--- src/rtl/eth_frame_gen_if.sv ---
// AXI-Stream bus carrying generated Ethernet frames from the generator to its sink.
// The master drives the beat fields; the slave returns tready.
interface eth_frame_gen_if #(
  parameter int DATA_WIDTH = 64,
  parameter int KEEP_WIDTH = DATA_WIDTH / 8
);
  logic                  tvalid;
  logic                  tready;
  logic [DATA_WIDTH-1:0] tdata;
  logic [KEEP_WIDTH-1:0] tkeep;
  logic                  tlast;
  logic                  tuser;

  modport master (output tvalid, tdata, tkeep, tlast, tuser, input tready);
  modport slave  (input tvalid, tdata, tkeep, tlast, tuser, output tready);
endinterface

--- src/rtl/eth_frame_gen.sv ---
// Ethernet test-frame generator: fixed 14-byte header plus counting payload, with gaps and tuser error marking.
// First beat one cycle after start; a presented beat is held until tvalid&tready, stalls never drop or repeat beats.
module eth_frame_gen #(
  parameter int          DATA_WIDTH = 64,
  parameter int          KEEP_WIDTH = DATA_WIDTH / 8,
  parameter logic [47:0] DST_MAC    = 48'h90e2ba5d8dc9,
  parameter logic [47:0] SRC_MAC    = 48'h001122334455,
  parameter logic [15:0] ETHERTYPE  = 16'h0800,
  parameter int          LEN_WIDTH  = 16,
  parameter int          CNT_WIDTH  = 16
) (
  input  logic                 eth_clk,
  input  logic                 sys_rst_n,
  input  logic                 start,
  input  logic                 stop,
  input  logic [LEN_WIDTH-1:0] cfg_frame_len,
  input  logic [CNT_WIDTH-1:0] cfg_frame_cnt,
  input  logic [7:0]           cfg_gap,
  input  logic [7:0]           cfg_err_every,
  eth_frame_gen_if.master      eth_rx,
  output logic                 busy,
  output logic                 done,
  output logic [CNT_WIDTH-1:0] frames_sent
);

  localparam logic [111:0]          HDR     = {DST_MAC, SRC_MAC, ETHERTYPE};
  localparam logic [LEN_WIDTH-1:0]  MIN_LEN = LEN_WIDTH'(60);

  typedef enum logic [1:0] {IDLE, SEND, GAP} state_t;

  typedef struct packed {
    logic [DATA_WIDTH-1:0] data;
    logic [KEEP_WIDTH-1:0] keep;
    logic                  last;
    logic                  user;
  } beat_t;

  typedef struct packed {
    logic [LEN_WIDTH-1:0] len;
    logic [CNT_WIDTH-1:0] cnt;
    logic [7:0]           gap;
    logic [7:0]           err_every;
  } cfg_t;

  state_t               state, state_nxt;
  cfg_t                 cfg_q;
  beat_t                out_q, gen;
  logic                 vld_q;
  logic [LEN_WIDTH-1:0] beat_cnt;
  logic [7:0]           frame_lo;
  logic [7:0]           err_ctr;
  logic [7:0]           err_nxt;
  logic [7:0]           gap_ctr;
  logic                 stop_seen;

  logic                 hs, last_hs, run_end;
  logic [LEN_WIDTH-1:0] len_in;
  logic                 load, clear;
  logic [LEN_WIDTH-1:0] gen_beat, gen_len;
  logic [7:0]           gen_frame, gen_err, gen_every;

  assign eth_rx.tvalid = vld_q;
  assign eth_rx.tdata  = out_q.data;
  assign eth_rx.tkeep  = out_q.keep;
  assign eth_rx.tlast  = out_q.last;
  assign eth_rx.tuser  = out_q.user;

  assign busy    = (state != IDLE);
  assign hs      = vld_q & eth_rx.tready;
  assign last_hs = hs & out_q.last;
  assign len_in  = (cfg_frame_len < MIN_LEN) ? MIN_LEN : cfg_frame_len;
  assign err_nxt = ((err_ctr + 8'd1) == cfg_q.err_every) ? 8'd0 : err_ctr + 8'd1;

  // stop is looked at combinationally too, so a stop in the last-beat cycle still ends the run
  assign run_end = stop | stop_seen |
                   ((cfg_q.cnt != '0) && ((frames_sent + CNT_WIDTH'(1)) == cfg_q.cnt));

  always_ff @(posedge eth_clk or negedge sys_rst_n) begin
    if (!sys_rst_n) state <= IDLE;
    else            state <= state_nxt;
  end

  always_comb begin
    state_nxt = state;
    load      = 1'b0;
    clear     = 1'b0;
    gen_beat  = '0;
    gen_len   = cfg_q.len;
    gen_frame = frame_lo;
    gen_err   = err_ctr;
    gen_every = cfg_q.err_every;
    unique case (state)
      IDLE: begin
        if (start) begin
          state_nxt = SEND;
          load      = 1'b1;
          gen_len   = len_in;
          gen_frame = 8'd0;
          gen_err   = 8'd0;
          gen_every = cfg_err_every;
        end
      end
      SEND: begin
        if (last_hs) begin
          if (run_end) begin
            state_nxt = IDLE;
            clear     = 1'b1;
          end else if (cfg_q.gap == 8'd0) begin
            load      = 1'b1;
            gen_frame = frame_lo + 8'd1;
            gen_err   = err_nxt;
          end else begin
            state_nxt = GAP;
            clear     = 1'b1;
          end
        end else if (hs) begin
          load     = 1'b1;
          gen_beat = beat_cnt + LEN_WIDTH'(1);
        end
      end
      GAP: begin
        // frame_lo/err_ctr already advanced on the last handshake of the previous frame
        if (stop || stop_seen) begin
          state_nxt = IDLE;
        end else if (gap_ctr == cfg_q.gap - 8'd1) begin
          state_nxt = SEND;
          load      = 1'b1;
        end
      end
      default: state_nxt = IDLE;
    endcase
  end

  always_comb begin
    logic [31:0] pos;
    logic [3:0]  hidx;
    gen  = '0;
    pos  = '0;
    hidx = '0;
    for (int n = 0; n < KEEP_WIDTH; n++) begin
      pos = 32'(gen_beat) * 32'(KEEP_WIDTH) + 32'(n);
      if (pos < 32'(gen_len)) begin
        gen.keep[n] = 1'b1;
        if (pos < 32'd14) begin
          hidx = 4'(32'd13 - pos);
          gen.data[8*n +: 8] = HDR[{hidx, 3'b000} +: 8];
        end else begin
          gen.data[8*n +: 8] = gen_frame + 8'(pos - 32'd14);
        end
      end
    end
    gen.last = ((32'(gen_beat) + 32'd1) * 32'(KEEP_WIDTH)) >= 32'(gen_len);
    gen.user = gen.last && (gen_every != 8'd0) && (gen_err == gen_every - 8'd1);
  end

  always_ff @(posedge eth_clk or negedge sys_rst_n) begin
    if (!sys_rst_n) begin
      vld_q       <= 1'b0;
      out_q       <= '0;
      cfg_q       <= '0;
      beat_cnt    <= '0;
      frame_lo    <= '0;
      err_ctr     <= '0;
      gap_ctr     <= '0;
      stop_seen   <= 1'b0;
      frames_sent <= '0;
      done        <= 1'b0;
    end else begin
      done <= (state != IDLE) && (state_nxt == IDLE);

      if (load) begin
        vld_q    <= 1'b1;
        out_q    <= gen;
        beat_cnt <= gen_beat;
      end else if (clear) begin
        vld_q <= 1'b0;
        out_q <= '0;
      end

      if (state == IDLE && start) begin
        cfg_q       <= '{len: len_in, cnt: cfg_frame_cnt, gap: cfg_gap, err_every: cfg_err_every};
        frames_sent <= '0;
        frame_lo    <= '0;
        err_ctr     <= '0;
        stop_seen   <= stop;
      end else begin
        if (stop) stop_seen <= 1'b1;
        if (last_hs) begin
          frames_sent <= frames_sent + CNT_WIDTH'(1);
          frame_lo    <= frame_lo + 8'd1;
          err_ctr     <= err_nxt;
        end
      end

      gap_ctr <= (state == GAP) ? gap_ctr + 8'd1 : 8'd0;
    end
  end

endmodule

--- src/flat_wrapper.sv ---
// flat-port wrapper written by rule: the top's interface ports become plain ports
module eth_frame_gen_flat 
#(
  parameter int          DATA_WIDTH = 64,
  parameter int          KEEP_WIDTH = DATA_WIDTH / 8,
  parameter logic [47:0] DST_MAC    = 48'h90e2ba5d8dc9,
  parameter logic [47:0] SRC_MAC    = 48'h001122334455,
  parameter logic [15:0] ETHERTYPE  = 16'h0800,
  parameter int          LEN_WIDTH  = 16,
  parameter int          CNT_WIDTH  = 16
)
  (eth_clk, sys_rst_n, start, stop, cfg_frame_len, cfg_frame_cnt, cfg_gap, cfg_err_every, busy, done, frames_sent, eth_rx_tvalid, eth_rx_tdata, eth_rx_tkeep, eth_rx_tlast, eth_rx_tuser, eth_rx_tready);
  eth_frame_gen_if #(.DATA_WIDTH(DATA_WIDTH), .KEEP_WIDTH(KEEP_WIDTH)) eth_rx_i ();
  input  logic eth_clk;
  input  logic sys_rst_n;
  input  logic start;
  input  logic stop;
  input  logic [LEN_WIDTH-1:0] cfg_frame_len;
  input  logic [CNT_WIDTH-1:0] cfg_frame_cnt;
  input  logic [7:0] cfg_gap;
  input  logic [7:0] cfg_err_every;
  output logic busy;
  output logic done;
  output logic [CNT_WIDTH-1:0] frames_sent;
  output wire logic [$bits(eth_rx_i.tvalid)-1:0] eth_rx_tvalid;
  output wire logic [$bits(eth_rx_i.tdata)-1:0] eth_rx_tdata;
  output wire logic [$bits(eth_rx_i.tkeep)-1:0] eth_rx_tkeep;
  output wire logic [$bits(eth_rx_i.tlast)-1:0] eth_rx_tlast;
  output wire logic [$bits(eth_rx_i.tuser)-1:0] eth_rx_tuser;
  input wire logic [$bits(eth_rx_i.tready)-1:0] eth_rx_tready;
  assign eth_rx_tvalid = eth_rx_i.tvalid;
  assign eth_rx_tdata = eth_rx_i.tdata;
  assign eth_rx_tkeep = eth_rx_i.tkeep;
  assign eth_rx_tlast = eth_rx_i.tlast;
  assign eth_rx_tuser = eth_rx_i.tuser;
  assign eth_rx_i.tready = eth_rx_tready;
  eth_frame_gen #(.DATA_WIDTH(DATA_WIDTH), .KEEP_WIDTH(KEEP_WIDTH), .DST_MAC(DST_MAC), .SRC_MAC(SRC_MAC), .ETHERTYPE(ETHERTYPE), .LEN_WIDTH(LEN_WIDTH), .CNT_WIDTH(CNT_WIDTH)) u_core (.eth_clk(eth_clk), .sys_rst_n(sys_rst_n), .start(start), .stop(stop), .cfg_frame_len(cfg_frame_len), .cfg_frame_cnt(cfg_frame_cnt), .cfg_gap(cfg_gap), .cfg_err_every(cfg_err_every), .eth_rx(eth_rx_i), .busy(busy), .done(done), .frames_sent(frames_sent));
endmodule
--- config.mk ---
export PLATFORM = sky130hd
export DESIGN_NAME = eth_frame_gen_flat
export DESIGN_NICKNAME = d
export VERILOG_FILES = /design/src/rtl/eth_frame_gen_if.sv /design/src/rtl/eth_frame_gen.sv /design/src/flat_wrapper.sv
export SDC_FILE = /design/constraint.sdc
export NUM_CORES = 1
export LEC_CHECK = 0
export BUFFER_PORTS_ARGS = -buffer_cell sky130_fd_sc_hd__buf_2
export CAP_MARGIN = 10
export CORE_ASPECT_RATIO = 2
export CORE_MARGIN = 2
export CORE_UTILIZATION = 53
export CTS_CLUSTER_SIZE = 12
export DETAILED_ROUTE_END_ITERATION = 10
export GPL_ROUTABILITY_DRIVEN = 0
export HOLD_SLACK_MARGIN = 0.12
export PLACE_DENSITY = 0.79
export SYNTH_ARGS = -nofsm -noshare
export SYNTH_HDL_FRONTEND = slang
export SYNTH_SLANG_ARGS = --single-unit
--- constraint.sdc ---
create_clock -name eth_clk -period 4.93 [get_ports eth_clk]
set_input_delay 0.7395 -clock eth_clk [delete_from_list [all_inputs] [get_ports eth_clk]]
set_output_delay 0.7395 -clock eth_clk [all_outputs]
set_load 0.02 [all_outputs]
==> results.md, run 1 <==
- The most used flip-flop cell after synthesis is sky130_fd_sc_hd__dfrtp_1.
- The leading area contributor after synthesis is sky130_fd_sc_hd__dfrtp_1.
- The first routing iteration left 1000 violations.
- The number of optimization iterations in the first detailed-route pass is 7.
- After synthesis, the netlist uses 67 different library cells.
- The die covers 23000 sq um.
- The analysis attributes to net switching a power of 3.41 mW.
- The static power due to leakage is 6.43 nW.
- In this run the worst hold path is classified as primary input to asynchronous set/reset pin.
- Headroom to the max-slew limit came out at 37.6%.
- The floorplan step set the die width to 108 um.
- The routed design has 35000 um of wire.
- The critical path goes through nand4_4, or4_1, a32oi_1, a21oi_1, or4_4, buf_4, o211ai_1, mux2_2, buf_4, ha_1, fa_1, a31oi_1, o21ai_0, xnor2_1, nand2_1, a22o_1.
- The startpoint type of the worst setup path is a flop.
- The sequential cell fraction of total power is 31.5%.
- The number of buffers created by CTS is 17.
- When the netlist entered floorplanning its net count stood at 1447.
- The tool flagged a number of max-cap violations equal to 0.
- The cell sitting at the root of the clock tree is a sky130_fd_sc_hd__clkbuf_16.
- The final critical path time including I/O delays and setup is 4.70 ns.
- The clock network fraction of design power is 18.3%.
- The count of buffers inserted at the top-level ports is 145.
- Per report_power, the combinational group accounts for 50.2% of the total.
- The net count reported at finish is 1599.
- Of all flip-flops after synthesis, the portion carrying an async set or reset was 100%.
- The number of max-slew violations in the final report is 0.
- Synthesis handed over a netlist of 1335 instances.
- The flow ran to the end, and the final reports show no timing, DRC or antenna violations.
- The critical path contains buffers and inverters numbering 2 combined.
- The clock tree buffer depth is 2.
- For this design the ratio of total power to cell area is 563 nW/um^2.
- The maximum vdd drop is 0.544 mV.
- The core region is 21400 sq um.
- After synthesis, flip-flops and latches occupy 39.8% of the total area.
- The layout-stage area growth over the synthesis result is 16.9%.
- The antenna diode count is 0.
- The largest net degree at the start of global routing is 95.
- The clock tree from TritonCTS is built.
- For this run, design rule violations remaining after detail routing come to 0.
- The critical path is of the flop to flop type.
- Among all stages on the critical path, the largest delay is contributed by sky130_fd_sc_hd__or4_4.
- For the pin with the worst max-slew slack, the measured transition is 0.937 ns.
- The estimated wirelength of the detail-placed design is 26000 um.
- The remaining global-route overflow is 0.
- The routed layout has 10826 vias.
- Once layout is complete, the utilization of the core stands at 62.8%.
- For the final database, setup skew stands at 0.00803 ns.
- The internal power consumption is 4.15 mW.
- For this design, the sink count on the clock tree is 183.
- The clock-pin transition on the worst setup and hold timing paths is 0.07 ns.
- After synthesis, the cell types taking the most area are sky130_fd_sc_hd__dfrtp_1, sky130_fd_sc_hd__nand2_1, sky130_fd_sc_hd__ha_1.
- The number of synthesized flops with an enable pin is 0.
- Global routing used 31.3% of the available tracks.
- For the worst-skew pair, the clock arrives at the later sink with an insertion delay of 0.46 ns.
- The summed area of non-filler cells in the final layout is 13400 sq um.
- The first global-routing pass estimated 55200 um of wire.
- Setup violations remaining at the end of the flow were counted as 0.
- The initial antenna violation count was 0.
- The number of hold violations in the final report is 0.
- The routed length per instance is 19.8 um.
- The remaining antenna violation count after routing is 0.
- The arrival time of data at the critical path endpoint is 5.04 ns.
- The flip-flop and latch count after synthesis is 183.
- After synthesis, the mean cell area works out to 8.61 sq um.
- The post-synthesis instance area is 11500 sq um.
- The share of layout cells above drive strength 1 is 18.3%.
- In this design, the critical path's most frequently occurring cell is sky130_fd_sc_hd__buf_4.
- The ratio of final minimum period to clock period is 95.3%.
- The top fanout value on the critical path is 8.
- Once the floorplan was initialized, standard cells occupied 53.7% of the core.
- The count of warnings emitted by yosys is 0.
- The maximum frequency from static timing analysis is 0.213 GHz.
- The via count of the first global-routing pass is 10914.
- The dominant delay contributor by cell family on the critical path is simple AND/OR/NAND/NOR gates.
- 146 I/O pins were placed.
- The fraction of power spent switching nets is 45.0%.
- STA puts the critical path data required time at 5.27 ns.
- The share of Yosys cell area claimed by the top area cell type is 39.8%.
- The maximum level of the CTS H-tree is 4.
- In this run the core area contains 76 standard-cell rows.
- After detailed routing, the number of vias per cell comes to 6.11.
- The largest stage delay on the critical path is 0.57 ns.
- The worst setup path is captured at a flop.
- The die is 212 um tall.
- After detailed placement, the total cell area comes to 12700 sq um.
[metal layers]
metal | global-route usage [%] | up-vias | share of wire [%]
met5 | 0 | - | 0
met4 | 22.9 | 0 | 8.1
met3 | 5.55 | 187 | 5.8
met2 | 55.8 | 514 | 52
met1 | 32.1 | 5184 | 34
li1 | - | 4941 | -
[cell type report]
class | instances | area (sq um)
fillers | 1800 | 7960
repair buffers | 202 | 1170
inverters | 55 | 206
clock buffers | 23 | 498
clock inverters | 9 | 91.3
well taps | 273 | 342
multi-input cells | 1028 | 6540
flip-flops and latches | 183 | 4590
[cell usage after synthesis, drive strengths merged (21+ instances only)]
library cell and count:
a21oi 70, nor3 31, nand2 248, xor2 52, o21ai 74, nor2 94
a21o 28, clkbuf 43, a22o 32, nand3 42, dfrtp 183, inv 55
nand4 21, buf 26, ha 54, xnor2 76
[cell families after synthesis]
logic type                 Yosys count  share of synthesized area (%)
AOI/OAI and AO/OA                  278                           15.9
xor gates and xnor gates           128                           9.75
adders and majority gates           59                           6.75
buffers and inverters              124                           4.29
DFF                                183                           39.8
muxes                               16                           1.44
and+or+nand+nor                    547                           22.0
[worst paths after layout]
| check | cells after the start | from | slack (ns) | to |
|---|---|---|---|---|
| worst max-delay path | 16 | u_core.frames_sent[4] | 0.23 | u_core.eth_rx.tdata[46] |
| worst min-delay path | 1 | sys_rst_n | 0.35 | u_core.cfg_q[2] |
| worst max register to register | 16 | u_core.frames_sent[4] | 0.23 | u_core.eth_rx.tdata[46] |
| worst min register to register | 2 | u_core.cfg_q[35] | 0.47 | u_core.cfg_q[35] |
| max in group asynchronous | 2 | sys_rst_n | 3.49 | u_core.frames_sent[8] |
| min in group eth_clk | 3 | cfg_frame_cnt[1] | 0.47 | u_core.cfg_q[17] |
[timing repair]
action,in CTS,in global routing
buffers inserted,0,3
hold buffers,0,0
pin swaps,0,7
resized for setup,1,31
setup endpoints to repair,1,12
gates cloned,0,0
[placed cells by master (no fill, tap or decap), drive strengths merged, types with 7 or more instances in the layout]
cell / count
a21o: 28
a21oi: 70
a22o: 32
a31oi: 8
and2: 14
and3: 17
buf: 202
clkbuf: 23
dfrtp: 183
ha: 54
inv: 56
mux2i: 12
nand2: 248
nand2b: 10
nand3: 42
nand4: 21
nor2: 94
nor2b: 12
nor3: 31
nor4: 17
o211ai: 7
o21ai: 74
or3: 8
or4: 9
xnor2: 76
xor2: 52
[worst reg2reg max path, delay by kind of cell (launching register included)]
kind | cells | cell delay, ns
fa+ha+maj | 2 | 0.71
buf+inv | 2 | 0.36
simple gates | 4 | 1.34
compound gates | 6 | 1.15
mux | 1 | 0.38
xor+xnor | 1 | 0.16
flops | 1 | 0.47
[sequential cells by signal, indices dropped and copies added (netlist names)]
register              count
u_core.eth_rx.tdata      64
u_core.cfg_q             48
u_core.beat_cnt          16
u_core.frames_sent       16
u_core.err_ctr            8
u_core.eth_rx.tkeep       8
u_core.frame_lo           8
u_core.gap_ctr            8
u_core.state              2
u_core.done               1
u_core.eth_rx.tlast       1
u_core.eth_rx.tuser       1
u_core.eth_rx.tvalid      1
u_core.stop_seen          1
[power by group through the flow]
stage	Clock, mW	Combinational [mW]	Sequential [mW]
floorplan	0	2.25	2.56
global route	1.46	4.12	2.42
global placement	0	3.56	2.36
detailed placement	0	3.66	2.37
CTS	1.40	3.71	2.36
finish	1.39	3.79	2.38
[per-stage QoR]
step                      instances  setup slack (ns)  total power, mW  setup TNS, ns  hold WS, ns
after floorplan                1335            0.0600             4.81              0        0.433
after global routing           1773           -0.0130             8.00        -0.0130        0.436
final                          1773             0.233             7.56              0        0.354
after global placement         1738             0.152             5.92              0        0.445
after detailed placement       1738            0.0204             6.04              0        0.458
after CTS                      1770            0.0276             7.46              0        0.425
Power figures use the tool's default switching activity.
==> run 2, diff against run 1 <==
CELL_PAD_IN_SITES_DETAIL_PLACEMENT = 2   (was unset)
CELL_PAD_IN_SITES_GLOBAL_PLACEMENT = 2   (was unset)
CORE_ASPECT_RATIO = unset   (was 2)
CORE_UTILIZATION = 32   (was 53)
PLACE_DENSITY = 0.78   (was 0.79)
==> results.md, run 2 (synthesis gave the netlist of run 1 again) <==
- The die width was 194 um (+79%).
- The worst setup path is captured at a flop.
- The via density per instance is 5.44 (-11%).
- The critical path in this run is classified as flop to flop.
- The initial core utilization is 32.4% (-21 points).
- The register-to-register setup slack is 0.23 ns (about the same).
- The startpoint type of the worst setup path is a flop.
- TritonCTS built the clock tree.
- The arrival time of data at the critical path endpoint was 5.05 ns (about the same).
- The clock tree buffer depth is 2 (unchanged).
- The initial antenna violation count is 0 (unchanged).
- The number of DRC violations after detailed-routing iteration 0 came to 547 (-45%).
- The number of flip-flops under the largest register name is 64 (unchanged).
- From synthesis to final layout, the design area changed by 19.3%.
- The die span in y is 194 um (-8.8%).
- The hold buffer count at CTS is 0 (unchanged).
- The remaining antenna violation count after routing is 0 (unchanged).
- The count of buffers inserted at the top-level ports is 145 (unchanged).
- The classification of the worst-slack hold path is primary input to asynchronous set/reset pin.
- In this run the clock root is driven by a sky130_fd_sc_hd__clkbuf_16.
- The area occupied by multi-input gates came to 6520 sq um (-0.34%).
- The fill cell instance count of the final layout is 3970 (+120%).
- The number of max-slew violations in the final report is 0 (unchanged).
- The largest net degree at the start of global routing is 90 (-5.3%).
- The sum of routed wire length over all layers came to 43000 um (+23%).
- The post-route setup TNS is 0 ns (unchanged).
- The number of top-level pins is 146 (unchanged).
- The max-cap check violation count was 0 (unchanged).
- The global-route usage over all layers came to 23.0% (-8.3 points).
- The worst slack on hold paths came to 0.360 ns (+0.00631 ns).
- The maximum frequency from static timing analysis is 0.213 GHz (about the same).
- The slew at the pin with the worst max-slew slack is 1.03 ns (+0.0932 ns).
- The clock-pin transition on the worst setup and hold timing paths is 0.08 ns (about the same).
- The number of buffers created by CTS is 17 (unchanged).
- The residual DRC count is 0 (unchanged).
- The first-pass GRT wire length is 68200 um (+24%).
- The detailed-route via count is 10749 (-0.71%).
- The number of hold violations in the final report is 0 (unchanged).
- Counting stages on the worst path, the most repeated cell is sky130_fd_sc_hd__buf_4.
- The critical path goes through ha_4, buf_4, and2_2, a31o_2, a32oi_1, a21oi_1, or4_4, buf_4, o211ai_1, mux2_2, inv_1, ha_2, inv_1, fa_1, nor2_2, o21ai_0, nand2b_1, buf_4, xor2_1, nand2_1, a22o_1.
- The top fanout value on the critical path is 8 (unchanged).
- The largest stage delay on the critical path came to 0.54 ns (-0.03 ns).
- The required time of the critical path was 5.29 ns (+0.02 ns).
- The final critical path time including I/O delays and setup came to 4.70 ns (+0.000388 ns).
- The total power divided by cell area was 562 nW/um^2 (about the same).
- The routed length per instance is 21.7 um (+10%).
- The net count reported at finish is 1613 (+0.88%).
- The remaining global-route overflow is 0 (unchanged).
- Leaving out fill and tap cells, the most frequent cell in the layout is sky130_fd_sc_hd__nand2_1.
- The clock skew is 0.0145 ns (+0.00644 ns).
- The share of layout cells above drive strength 1 is 18.8% (+0.42 points).
- The number of cell rows is 69 (-9.2%).
- The static power due to leakage was 6.52 nW (+1.2%).
- Leaving out fill and tap cells, the most frequent cells in the layout are sky130_fd_sc_hd__nand2_1, sky130_fd_sc_hd__dfrtp_1, sky130_fd_sc_hd__buf_2.
- The number of sinks handled by clock tree synthesis came to 183 (unchanged).
- The final setup violation count is 0 (unchanged).
- The number of optimization iterations in the first detailed-route pass came to 4 (-3).
- The count of placed standard cells including taps is 1941 (+12%).
- The post-route total power came to 7.72 mW (+2.1%).
- The estimated wirelength of the detail-placed design is 32100 um (+23%).
- The run finished with clean final reports.
- The maximum level of the CTS H-tree is 4 (unchanged).
- The core area is 35500 sq um (+66%).
- The relative max-transition margin was 31.3% (-6.2 points).
- The master of the slowest instance on the critical path is sky130_fd_sc_hd__or4_4.
- The ratio of final minimum period to clock period is 95.3% (about the same).
- The via count of the first global-routing pass came to 11985 (+9.8%).
- The utilization after layout is 38.7% (-24 points).
- The maximum vdd drop came to 0.280 mV (-49%).
- The post-route non-filler standard cell count was 1976 (+11%).
- The sequential cell area in the final layout is 4590 sq um (about the same).
- The full die area is 37500 sq um (+63%).
- The latest clock arrival within the worst-skew pair is 0.47 ns (about the same).
run 2: cell types whose count changed in the layout (fill, tap and decap cells not counted), sizes merged:
cell      change
buf          +13
clkinvlp      -3
inv           +8
clkbuf        -4
bufinv        -1
diode         +1
clkinv        +1
run 2: repair_timing:
item | in CTS | in global routing
setup endpoints to repair | 2 | 13
hold endpoints to repair | 0 | 0
resized for setup | 2 | 20
pin swaps | 0 | 0
buffers inserted | 0 | 2
run 2: path summary, 6_finish.rpt:
path | start | to | depth (start not counted)
max in group asynchronous | sys_rst_n | u_core.eth_rx.tdata[0] | 2
max reg2reg | u_core.frames_sent[1] | u_core.eth_rx.tdata[23] | 21
min reg2reg | u_core.eth_rx.tkeep[1] | u_core.eth_rx.tkeep[1] | 1
min in group eth_clk | cfg_frame_cnt[3] | u_core.cfg_q[19] | 3
max | u_core.frames_sent[1] | u_core.eth_rx.tdata[23] | 21
min | sys_rst_n | u_core.frames_sent[1] | 1
run 2: cell type report:
| class | instances | area share, % |
|---|---|---|
| clock inverter | 14 | 0.976 |
| sequential | 183 | 33.4 |
| tap | 461 | 4.20 |
| antenna | 1 | 0.0182 |
| multi-input combinational | 1028 | 47.5 |
| timing repair buffer | 216 | 9.24 |
| inverter | 55 | 1.50 |
| clock buffer | 18 | 3.13 |
run 2: worst max-delay path, delay by kind of cell (launching register included):
| kind | cells | cell delay, ns |
|---|---|---|
| fa+ha+maj | 3 | 0.81 |
| compound gates | 6 | 0.97 |
| flops | 1 | 0.45 |
| xor+xnor | 1 | 0.14 |
| buf+inv | 5 | 0.65 |
| simple gates | 5 | 1.13 |
| mux | 1 | 0.42 |
run 2: routing by layer:
layer | GRT usage, % | share of wire (%) | routed length, um | up-vias
li1 | - | - | - | 4947
met1 | 29.3 | 44 | 18900 | 5526
met2 | 39.9 | 50 | 21500 | 207
met3 | 3.16 | 3.0 | 1300 | 69
met4 | 8.23 | 3.0 | 1270 | 0
met5 | 0 | 0 | 0 | -
run 2: power by group:
group,total [mW],internal [mW],switching [mW],leakage [nW]
Combinational,3.96,1.45,2.51,3.92
Clock,1.37,0.670,0.698,0.274
Sequential,2.39,1.97,0.424,2.32
Total,7.72,4.08,3.63,6.52
run 2: per-stage QoR:
stage	cell area, sq um	setup WS, ns
2_1_floorplan	11500	0.0600
5_1_grt	13700	-0.0580
6_report	13700	0.233
3_5_place_dp	13100	0.0395
4_1_cts	13600	0.0299
3_3_place_gp	13100	0.189
